--- src/rtl/sra_iter.sv ---
// -----------------------------------------------------------------------------
// sra_iter: iterative 32-bit right shifter (logical or arithmetic).
//
// Resolves one shift-amount bit per cycle, in the order 16, 8, 4, 2, 1, over
// a fixed 5-cycle run. This keeps the wide combinational shift stages off the
// ALU critical path. Latency is fixed: accept edge T, stage edges T+1..T+5,
// result valid after T+5, handshake at the earliest at T+6.
//
// Ports:
//   clock      in   1   single clock, rising-edge active
//   reset_n    in   1   synchronous, active-low reset
//   in_valid   in   1   operand offer
//   in_ready   out  1   unit can accept an operand (IDLE)
//   A          in  32   value to shift
//   shamt      in   5   shift amount, 0..31
//   arith      in   1   1 = sign-fill (SRA), 0 = zero-fill (SRL)
//   out_valid  out  1   S holds a finished result (DONE)
//   out_ready  in   1   consumer accepts the result
//   S          out 32   shifted result (registered)
// -----------------------------------------------------------------------------
module sra_iter (
  input  logic        clock,
  input  logic        reset_n,
  input  logic        in_valid,
  output logic        in_ready,
  input  logic [31:0] A,
  input  logic [4:0]  shamt,
  input  logic        arith,
  output logic        out_valid,
  input  logic        out_ready,
  output logic [31:0] S
);

  typedef enum logic [1:0] {
    ST_IDLE  = 2'd0,
    ST_SHIFT = 2'd1,
    ST_DONE  = 2'd2
  } state_t;

  state_t      r_state;
  state_t      w_state_nxt;
  logic [31:0] r_d;        // data being shifted; also the result register
  logic [4:0]  r_m;        // captured shift amount
  logic        r_f;        // captured fill bit: arith & A[31]
  logic [2:0]  r_k;        // stage index, 0 -> width 16 ... 4 -> width 1
  logic [31:0] w_d_stage;  // r_d after the current stage

  // One stage per cycle: stage K applies width 16 >> K when M[4-K] is set,
  // shifting in copies of the captured fill bit.
  // NOTE: every always_comb output gets a default first, so no path leaves a
  // signal unassigned and no latch is inferred.
  always_comb begin
    w_d_stage = r_d;
    case (r_k)
      3'd0: if (r_m[4]) w_d_stage = {{16{r_f}}, r_d[31:16]};
      3'd1: if (r_m[3]) w_d_stage = {{8{r_f}},  r_d[31:8]};
      3'd2: if (r_m[2]) w_d_stage = {{4{r_f}},  r_d[31:4]};
      3'd3: if (r_m[1]) w_d_stage = {{2{r_f}},  r_d[31:2]};
      3'd4: if (r_m[0]) w_d_stage = {r_f,       r_d[31:1]};
      default: ;
    endcase
  end

  // Next-state and handshake outputs. Outputs depend on state only, so
  // in_ready / out_valid never follow an input combinationally.
  always_comb begin
    w_state_nxt = r_state;
    in_ready    = 1'b0;
    out_valid   = 1'b0;
    case (r_state)
      ST_IDLE: begin
        in_ready = 1'b1;
        if (in_valid) w_state_nxt = ST_SHIFT;
      end
      ST_SHIFT: begin
        if (r_k == 3'd4) w_state_nxt = ST_DONE;
      end
      ST_DONE: begin
        out_valid = 1'b1;
        if (out_ready) w_state_nxt = ST_IDLE;
      end
      default: w_state_nxt = ST_IDLE;
    endcase
  end

  // NOTE: sequential state uses non-blocking assignments so every register
  // samples pre-edge values regardless of statement order.
  always_ff @(posedge clock) begin
    if (!reset_n) begin
      r_state <= ST_IDLE;
      r_d     <= '0;
      r_m     <= '0;
      r_f     <= 1'b0;
      r_k     <= '0;
    end else begin
      r_state <= w_state_nxt;
      case (r_state)
        ST_IDLE: begin
          // Operands are sampled only here; later input changes are ignored.
          if (in_valid) begin
            r_d <= A;
            r_m <= shamt;
            r_f <= arith & A[31];
            r_k <= '0;
          end
        end
        ST_SHIFT: begin
          r_d <= w_d_stage;
          r_k <= r_k + 3'd1;
        end
        default: ;  // DONE: D holds stable under backpressure
      endcase
    end
  end

  assign S = r_d;

endmodule

--- config.mk ---
export PLATFORM = sky130hd
export DESIGN_NAME = sra_iter
export DESIGN_NICKNAME = d
export VERILOG_FILES = /design/src/rtl/sra_iter.sv
export SDC_FILE = /design/constraint.sdc
export NUM_CORES = 1
export LEC_CHECK = 0
export BUFFER_PORTS_ARGS = -buffer_cell sky130_fd_sc_hd__buf_4
export CAP_MARGIN = 20
export CORE_MARGIN = 2
export CORE_UTILIZATION = 55
export CTS_CLUSTER_DIAMETER = 30
export CTS_CLUSTER_SIZE = 16
export DETAILED_ROUTE_END_ITERATION = 7
export GPL_ROUTABILITY_DRIVEN = 0
export PLACE_DENSITY = 0.87
export RECOVER_POWER = 100
export REMOVE_ABC_BUFFERS = 1
export SETUP_SLACK_MARGIN = 0.1
export SLEW_MARGIN = 15
export SYNTH_ARGS = -nofsm -noshare
export SYNTH_HDL_FRONTEND = slang
export SYNTH_SLANG_ARGS = --single-unit
--- constraint.sdc ---
create_clock -name clock -period 5 [get_ports clock]
set_input_delay 0.25 -clock clock [delete_from_list [all_inputs] [get_ports clock]]
set_output_delay 0.25 -clock clock [all_outputs]
set_load 0.005 [all_outputs]
Yosys cells after proc, flatten, opt, wreduce, memory -nomap -nowiden
Index checks and enable logic that the tools add are counted.

cells by class
  add/subtract/negate cells = 1
  equal/unequal tests = 15
  multiplexer cells = 16
  bitwise gates (word level) = 1
  reductions and logical operators = 7

operators with widths
  kind                                                                   number
  32-bit 2-to-1 mux                                                      6
  32-bit case mux with 5 select lines                                    1
  32-bit case mux with 2 select lines                                    1
  3-bit != test, second input constant                                   5
  8-bit AND reduction                                                    1
  3-bit by 2-bit equality test with 1-bit output, second input constant  2
  2-bit 2-to-1 mux                                                       3
  2-bit != test, second input constant                                   3
  6-bit by 2-bit != test with 1-bit output, second input constant        1
  2-bit case mux with 3 select lines                                     1
  3-bit case mux with 2 select lines                                     1
  2-bit AND reduction                                                    2
  3-bit by 1-bit adder with 3-bit output, second input constant          1
  3-bit by 1-bit equality test with 1-bit output, second input constant  1
  3-bit equality test, second input constant                             1
  3-bit logical NOT                                                      1
  3-bit 2-to-1 mux                                                       1
  3-bit AND reduction                                                    1
  2-bit by 1-bit equality test with 1-bit output, second input constant  1
  2-bit equality test, second input constant                             1
  2-bit logical NOT                                                      1
  1-bit 2-to-1 mux                                                       2
  2-bit nonzero test                                                     1
  1-bit bitwise AND                                                      1

storage, ports and cells
  register bits after elaboration = 43
  bits of input ports = 42
  output and inout bits = 34
  logic and storage cells = 45

Longest topological paths before layout
Gate-level depths: netlist (run 1).

  word-level depth = 3
  depth in mapped cells = 10
  depth with buffers taken out = 6

Worst setup path before layout (run 1)
OpenSTA, ideal clock, no wires.

  kind = register -> register
  start point = register r_k[2]
  end point = register r_d[10] (netlist: S[10])
  arrival = 1,935 ps
  data required time = 4,928 ps
  slack = 2,993 ps
  cell stages (with the launch flop) = 11
  path buffers = 4
  period minus slack after synthesis = 2,007 ps
  cell sequence = dfxtp_1 -> buf_6 -> inv_1 -> ha_1 -> buf_2 -> or3b_1 -> clkbuf_1 -> buf_2 -> a21boi_2 -> o221ai_1 -> mux2i_1

on the way
  word-level cells in the longest chain between the ends = 3
  elaborated cells on any way between the ends = 14
  those cells by class = 10 x eq/ne; 2 x mux; 2 x reduce/logical

ends and longest elaborated chain
  element                                                                               RTL line  source
  start, declared                                                                       45        logic [2:0] r_k;
  start signal, assigned                                                                109       r_k <= r_k + 3'd1;
  3-bit equality test, or another cell as far along                                     54        case (r_k)
  6-bit by 2-bit != test with 1-bit output (no line), or another cell as far along      n/a
  8-bit AND reduction (no line) or 32-bit case mux with 2 select lines (tied branches)  n/a
  end signal, assigned                                                                  108       r_d <= w_d_stage;
  end, declared                                                                         42        logic [31:0] r_d;

Several ways; a longest one is shown, not always the timed one.
A chain may end at the register's enable or synchronous reset.

Worst setup path in the final report (run 1)
  start point = register r_k[0]
  end point = register r_d[29] (netlist: S[29])

The elaborated chain is that of the path after synthesis.

==> results of run 1 <==
## placed cells by master (no fill, tap or decap), drive strengths merged, types with 2 or more instances in the layout
master,instances
a21boi,19
a21oi,2
a22oi,25
a311o,4
a32o,7
a32oi,8
buf,44
clkbuf,43
dfxtp,43
ha,6
inv,6
mux2i,37
nand2,51
nand2b,2
nand3,18
nor2,6
nor2b,11
o2111ai,16
o21a,8
o21ai,11
o221ai,23
o31ai,8
or3b,2
## worst max path at each step
stage / depth (start not counted) / start / end / slack (ns)
final: 7 / r_k[0] / S[29] / 1.38
after global routing: 7 / r_k[0] / S[24] / 1.26
after CTS: 6 / r_k[0] / S[22] / 1.96
after detailed placement: 6 / r_k[0] / S[23] / 2.03
after global placement: 6 / r_k[0] / S[21] / 2.12
after floorplan: 6 / r_k[2] / S[0] / 0.71
## cells in the mapped netlist (all sizes together) (11+ instances only)
master | count | share of area (%)
nand2 | 51 | 6.1
dfxtp | 43 | 27
mux2i | 37 | 12
a22oi | 25 | 6.0
buf | 23 | 4.5
o221ai | 23 | 6.4
clkbuf | 21 | 2.5
a21boi | 19 | 6.1
nand3 | 18 | 2.9
o2111ai | 16 | 4.5
nor2b | 11 | 2.2
o21ai | 11 | 1.8
## power by group through the flow
stage / Combinational [µW] / Sequential (µW) / Clock (µW)
floorplan: 123 / 413 / 0
global placement: 215 / 426 / 0
detailed placement: 221 / 428 / 0
CTS: 222 / 419 / 233
global route: 240 / 426 / 249
finish: 221 / 422 / 233
## registers in the layout, indices dropped and copies added, names as in the netlist
name     cells
r_f          1
S           32
r_k          3
r_m          5
r_state      2
## cell families (layout without fill, tap and decap cells)
kind of cell,Yosys count,in the layout
flops,43,43
buf+inv,50,94
mux,38,38
simple gates,94,94
compound gates,137,137
fa+ha+maj,6,6
## area by class of cell
| type | count | area share (%) |
|---|---|---|
| repair buffers | 81 | 16.3 |
| clock inverters | 1 | 0.135 |
| clock buffers | 6 | 2.23 |
| flip-flops and latches | 43 | 23.2 |
| multi-input cells | 275 | 55.0 |
| well taps | 72 | 2.43 |
| inverters | 6 | 0.607 |
## per-layer routing
layer  track usage (%)  vias to the layer above  wire length, µm  share of wire [%]
met5                 0                        -                0                  0
met3              5.66                       22              899                 10
met4              6.72                        0              150                1.7
li1                  -                     1515                -                  -
met1              38.8                     1493             3640                 41
met2              44.1                      216             4190                 47
## stage by stage
step                      power (µW)  setup slack, ns  util [%]  cells
after floorplan                  535            0.708         -    324
after global placement           642             2.12      65.8    476
after detailed placement         649             2.03      65.8    476
after CTS                        874             1.96      67.4    483
after global routing             914             1.26      67.4    484
final                            876             1.38      67.4    484
## worst max-delay path, delay by kind of cell (launching register included)
kind	cells	cell delay, ns
adders and majority gates	1	0.16
muxes	1	0.28
buffers and inverters	3	2.12
AOI/OAI and AO/OA	2	0.58
DFF	1	0.35
==> reports/metrics.csv, run 1 <==
stage,metric,value,unit
logic_synthesis,Post-Synth Simple-Gate Area,13.9,%
floorplanning,I/O pin total,76,
clocking,post-CTS sizing,0,
power,Worst VDD drop,153,µV
sta,Slew @ Worst Pin,1.56,ns
cells_and_area,"Area growth, synth to finish",18.4,%
logic_synthesis,Post-Synth Adder-Cell Area,2.40,%
clocking,CTS tree,built,
sta,Final Cycle Share,72.4,%
clocking,Clock Latency Late Sink,0.30,ns
setup_path,FF-to-FF path depth,7,
logic_synthesis,Yosys cell types,41,
power,Lkg Pwr,0.00138,µW
global_routing,Total GRT Usage,27.9,%
sta,Worst Hold Margin,0.205,ns
setup_path,Max Fanout on Critical Path,35,
clocking,Root Driver,clkbuf_8,
sta,RSZ-0062 raised after global routing,no,
global_routing,first-pass GRT wire length,14200,µm
placed_design,detailed placement HPWL,5700,µm
cells_and_area,final net count,460,
logic_synthesis,yosys warns,0,
status,failing checks,"capacitance limit, slew limit",
route,WL per Instance,18.4,µm
setup_path,Setup crit end kind,register,
clocking,clock tree buffer depth,2,
hold_path,HP Class,in2reg,
setup_path,CP Launch Type,register,
setup_path,flop2flop setup slack,1.38,ns
floorplanning,Placeable Area,0.00551,mm²
logic_synthesis,Synth Register Bits,43,
route,"antenna viol nets, final",0,
logic_synthesis,xor/xnor share of the synthesized area,0,%
cells_and_area,Multi-input gate area,0.00204,mm²
clocking,post-CTS setup buffers,0,
logic_synthesis,Synth Area in Compound Gates,36.4,%
clocking,Clock Pin Slew Worst Setup and Hold Paths,0.09,ns
global_routing,initial antenna violation count,0,
logic_synthesis,largest family of logic cells by synthesized area,compound AO/OA/AOI/OAI gates,
logic_synthesis,Cells after Synth,368,
cells_and_area,final instance area,0.00371,mm²
power,sequential share of power,48.2,%
sta,final setup vio count,0,
floorplanning,die extent in y,79.5,µm
global_routing,number of global-route vias before repair,2819,
setup_path,CP required,5.22,ns
cells_and_area,Storage cell area,862,µm²
status,status,"finished, violations left",
hold_path,hold endpoint,r_m[1],
hold_path,Hold Path Origin,shamt[1],
setup_path,critical path's slowest cell,clkbuf_1,
route,drt pass-1 iters,7,
route,total routed wirelength,8880,µm
clocking,htree depth,2,
logic_synthesis,sequential fraction of the synthesis area,27.5,%
floorplanning,Starting Density,56.9,%
logic_synthesis,synthesized area,0.00313,mm²
placed_design,Buffers on Ports,75,
sta,minimum clock period,3.62,ns
sta,Setup Skew,0.00861,ns
floorplanning,placement row count,27,
route,Post-route DRC,0,
sta,max_slew headroom,-4.05,%
logic_synthesis,Synth Area per Inst,8.51,µm²
cells_and_area,# fillers,468,
sta,final setup TNS,0,ns
cells_and_area,share of cells above drive strength 1,25.2,%
setup_path,worst setup path category,reg2reg,
global_routing,largest net degree at the start of global routing,76,
clocking,"Hold-fix buffers, CTS",0,
setup_path,r2r endpoint,S[29],
placed_design,Post-DP Area,0.00362,mm²
route,DRT iter0 DRCs,470,
cells_and_area,number of diodes,0,
power,Clock power frac,26.6,%
route,vias per cell,6.71,
logic_synthesis,Async SR Flop Fraction,0,%
clocking,CTS Buf Count,5,
sta,"Hold Vio Cnt, Final",0,
setup_path,crit-path cells,inv_1 > ha_1 > clkbuf_1 > a221oi_1 > a31oi_4 > clkbuf_2 > mux2i_1,
floorplanning,DIE WIDTH,79.5,µm
clocking,CTS sink count,43,
logic_synthesis,mux cell area share after synthesis,12.2,%
job,max_cap viols,2,
power,Comb power frac,25.2,%
setup_path,worst path arrival time,3.84,ns
sta,fin. max-slew vios,36,
logic_synthesis,number of flops mapped to enable cells by yosys,0,
sta,Max Freq,276,MHz
power,sw power,284,µW
hold_path,hold depth,3,
power,P_int,592,µW
setup_path,r2r startpoint,r_k[0],
power,Cell Pwr Density,236,mW/mm²
power,switching share of total power,32.4,%
route,vias,3246,
floorplanning,die area,0.00632,mm²
setup_path,worst stage delay on the critical path,1.13,ns
global_routing,total grt overflow,0,
logic_synthesis,"Top FF cell, synth",dfxtp_1,
Note: power is estimated with default switching activity, not from simulation.
==> inputs of run 2 (changes only) <==
- CORE_UTILIZATION: 55 -> 54
- PLACE_DENSITY: 0.87 -> 0.85
- clock period: 5 -> 3.6 ns (I/O delays scaled with it)
==> run 2 against run 1 <==
Net effect:
- the flow now finishes without violations
- power grew 41%
- critical endpoint is now S[28]
- non-clock buffer count grew 2
- wire length shrank 1.5%
- clock-buffer cell count grew 2
- sequential share of layout area shrank 0.18 points
- register-to-register slack lost 0.78 ns
- final cell count grew 0.62%
- clock power grew 46%
==> reports/metrics.csv, run 2 (synthesis gave the netlist of run 1 again) <==
stage,metric,value,unit
sta,fin. max-slew vios,0,
floorplanning,DIE WIDTH,80.2,µm
floorplanning,die extent in y,80.2,µm
hold_path,hold depth,3,
setup_path,worst setup path category,reg2reg,
global_routing,initial antenna violation count,0,
setup_path,CP Launch Type,register,
clocking,clock tree buffer depth,2,
clocking,"Hold-fix buffers, CTS",0,
setup_path,worst stage delay on the critical path,0.75,ns
route,drt pass-1 iters,6,
floorplanning,placement row count,27,
power,P_int,848,µW
global_routing,largest net degree at the start of global routing,76,
clocking,Clock Pin Slew Worst Setup and Hold Paths,0.08,ns
setup_path,critical path's slowest cell,clkbuf_1,
setup_path,worst path arrival time,3.17,ns
route,WL per Instance,18.0,µm
cells_and_area,final net count,462,
job,max_cap viols,0,
cells_and_area,fin cells,487,
placed_design,Post-DP Area,0.00365,mm²
sta,"Hold Vio Cnt, Final",0,
clocking,CTS tree,built,
setup_path,r2r startpoint,r_k[0],
route,total routed wirelength,8750,µm
setup_path,Worst path most repeated cell,ha_1,
placed_design,detailed placement HPWL,5860,µm
sta,minimum clock period,3.00,ns
route,vias,3228,
cells_and_area,# fillers,483,
floorplanning,Starting Density,56.5,%
hold_path,hold endpoint,r_m[1],
cells_and_area,max FFs per register,32,
cells_and_area,number of diodes,0,
cells_and_area,final instance area,0.00373,mm²
power,Worst VDD drop,240,µV
route,Post-route DRC,0,
sta,Final Cycle Share,83.2,%
power,Cell Pwr Density,331,mW/mm²
floorplanning,Placeable Area,0.00554,mm²
setup_path,Setup crit end kind,register,
cells_and_area,"Area growth, synth to finish",19.2,%
cells_and_area,"commonest non-fill, non-tap cells in the layout","nand2_1, buf_4, dfxtp_1",
power,Comb power frac,25.0,%
clocking,CTS sink count,43,
global_routing,number of global-route vias before repair,2904,
cells_and_area,share of cells above drive strength 1,24.6,%
sta,max_slew headroom,27.9,%
hold_path,Hold Path Origin,shamt[1],
sta,final setup vio count,0,
power,sequential share of power,47.3,%
sta,RSZ-0062 raised after global routing,no,
clocking,post-CTS setup buffers,0,
power,Lkg Pwr,0.00139,µW
hold_path,HP Class,in2reg,
setup_path,Max Fanout on Critical Path,23,
sta,Max Freq,334,MHz
route,DRT iter0 DRCs,442,
floorplanning,die area,0.00643,mm²
setup_path,crit-path cells,ha_1 > ha_1 > clkbuf_1 > or3b_2 > a31o_2 > o221ai_1 > mux2i_1,
floorplanning,I/O pin total,76,
setup_path,flop2flop setup slack,0.60,ns
global_routing,first-pass GRT wire length,14400,µm
sta,final setup TNS,0,ns
placed_design,placed insts,479,
setup_path,r2r endpoint,S[28],
placed_design,Buffers on Ports,75,
power,switching share of total power,31.3,%
clocking,Clock Latency Late Sink,0.30,ns
setup_path,FF-to-FF path depth,7,
power,sw power,387,µW
cells_and_area,"leading cell type in the layout, fill and taps excluded",nand2_1,
route,"antenna viol nets, final",0,
clocking,Root Driver,clkbuf_8,
setup_path,CP required,3.77,ns
clocking,htree depth,2,
clocking,CTS Buf Count,5,
sta,Slew @ Worst Pin,1.08,ns
clocking,post-CTS sizing,0,
route,vias per cell,6.63,
global_routing,Total GRT Usage,27.8,%
sta,Setup Skew,0.00552,ns
power,Clock power frac,27.7,%
status,status,"finished, final reports clean",
global_routing,total grt overflow,0,
## run 2: changes by cell type in the layout (fill, tap and decap cells not counted)
cell,delta
buf_12,+1
buf_4,+2
buf_8,-1
clkbuf_1,+3
clkbuf_2,-1
clkbuf_4,-1
clkbuf_8,+1
clkinv_2,-1
dfxtp_1,+1
dfxtp_2,-1
ha_1,+1
ha_2,-1
## run 2: worst max-delay path, delay by kind of cell, from the launching register on
family                     cells  cell delay (ns)
adders and majority gates      2             0.66
DFF                            1             0.40
muxes                          1             0.10
AOI/OAI and AO/OA              2             0.46
buffers and inverters          1             0.75
and+or+nand+nor                1             0.50
## run 2: power by group through the flow
stage | clock network [µW] | logic, µW | registers (µW)
6_report | 341 | 309 | 585
5_1_grt | 371 | 336 | 588
4_1_cts | 349 | 313 | 582
3_5_place_dp | 0 | 312 | 593
3_3_place_gp | 0 | 305 | 592
2_1_floorplan | 0 | 170 | 573
## run 2: worst max-delay path by stage
stage               slack [ns]    from     to  cells past startpoint
CTS                       0.90  r_k[1]  S[20]                      7
finish                    0.60  r_k[0]  S[28]                      7
global placement          1.03  r_k[1]   S[7]                      7
detailed placement        0.95  r_k[1]  S[20]                      7
global route              0.38  r_k[0]  S[29]                      7
floorplan                -0.69  r_k[2]   S[0]                      6
## run 2: area by class of cell
type / count / area, µm² / area share [%]
Multi-Input combinational cell: 275 / 2040 / 54.6
Timing Repair Buffer: 83 / 621 / 16.6
Clock buffer: 8 / 100 / 2.68
Sequential cell: 43 / 861 / 23.1
Inverter: 6 / 22.5 / 0.603
Tap cell: 72 / 90.1 / 2.41
## run 2: metal layers
| metal | wire (µm) | GRT usage, % |
|---|---|---|
| met2 | 4010 | 43.7 |
| met4 | 197 | 8.81 |
| met5 | 0 | 0 |
| met1 | 3720 | 39.1 |
| met3 | 822 | 4.04 |
## run 2: through the flow
stage / hold WS [ns] / util [%] / total power (µW) / setup WS (ns)
floorplan: 0.302 / - / 743 / -0.692
global placement: 0.427 / 65.9 / 898 / 1.03
detailed placement: 0.446 / 65.9 / 905 / 0.948
CTS: 0.135 / 67.7 / 1240 / 0.898
global route: 0.161 / 67.4 / 1290 / 0.383
finish: 0.138 / 67.4 / 1230 / 0.603
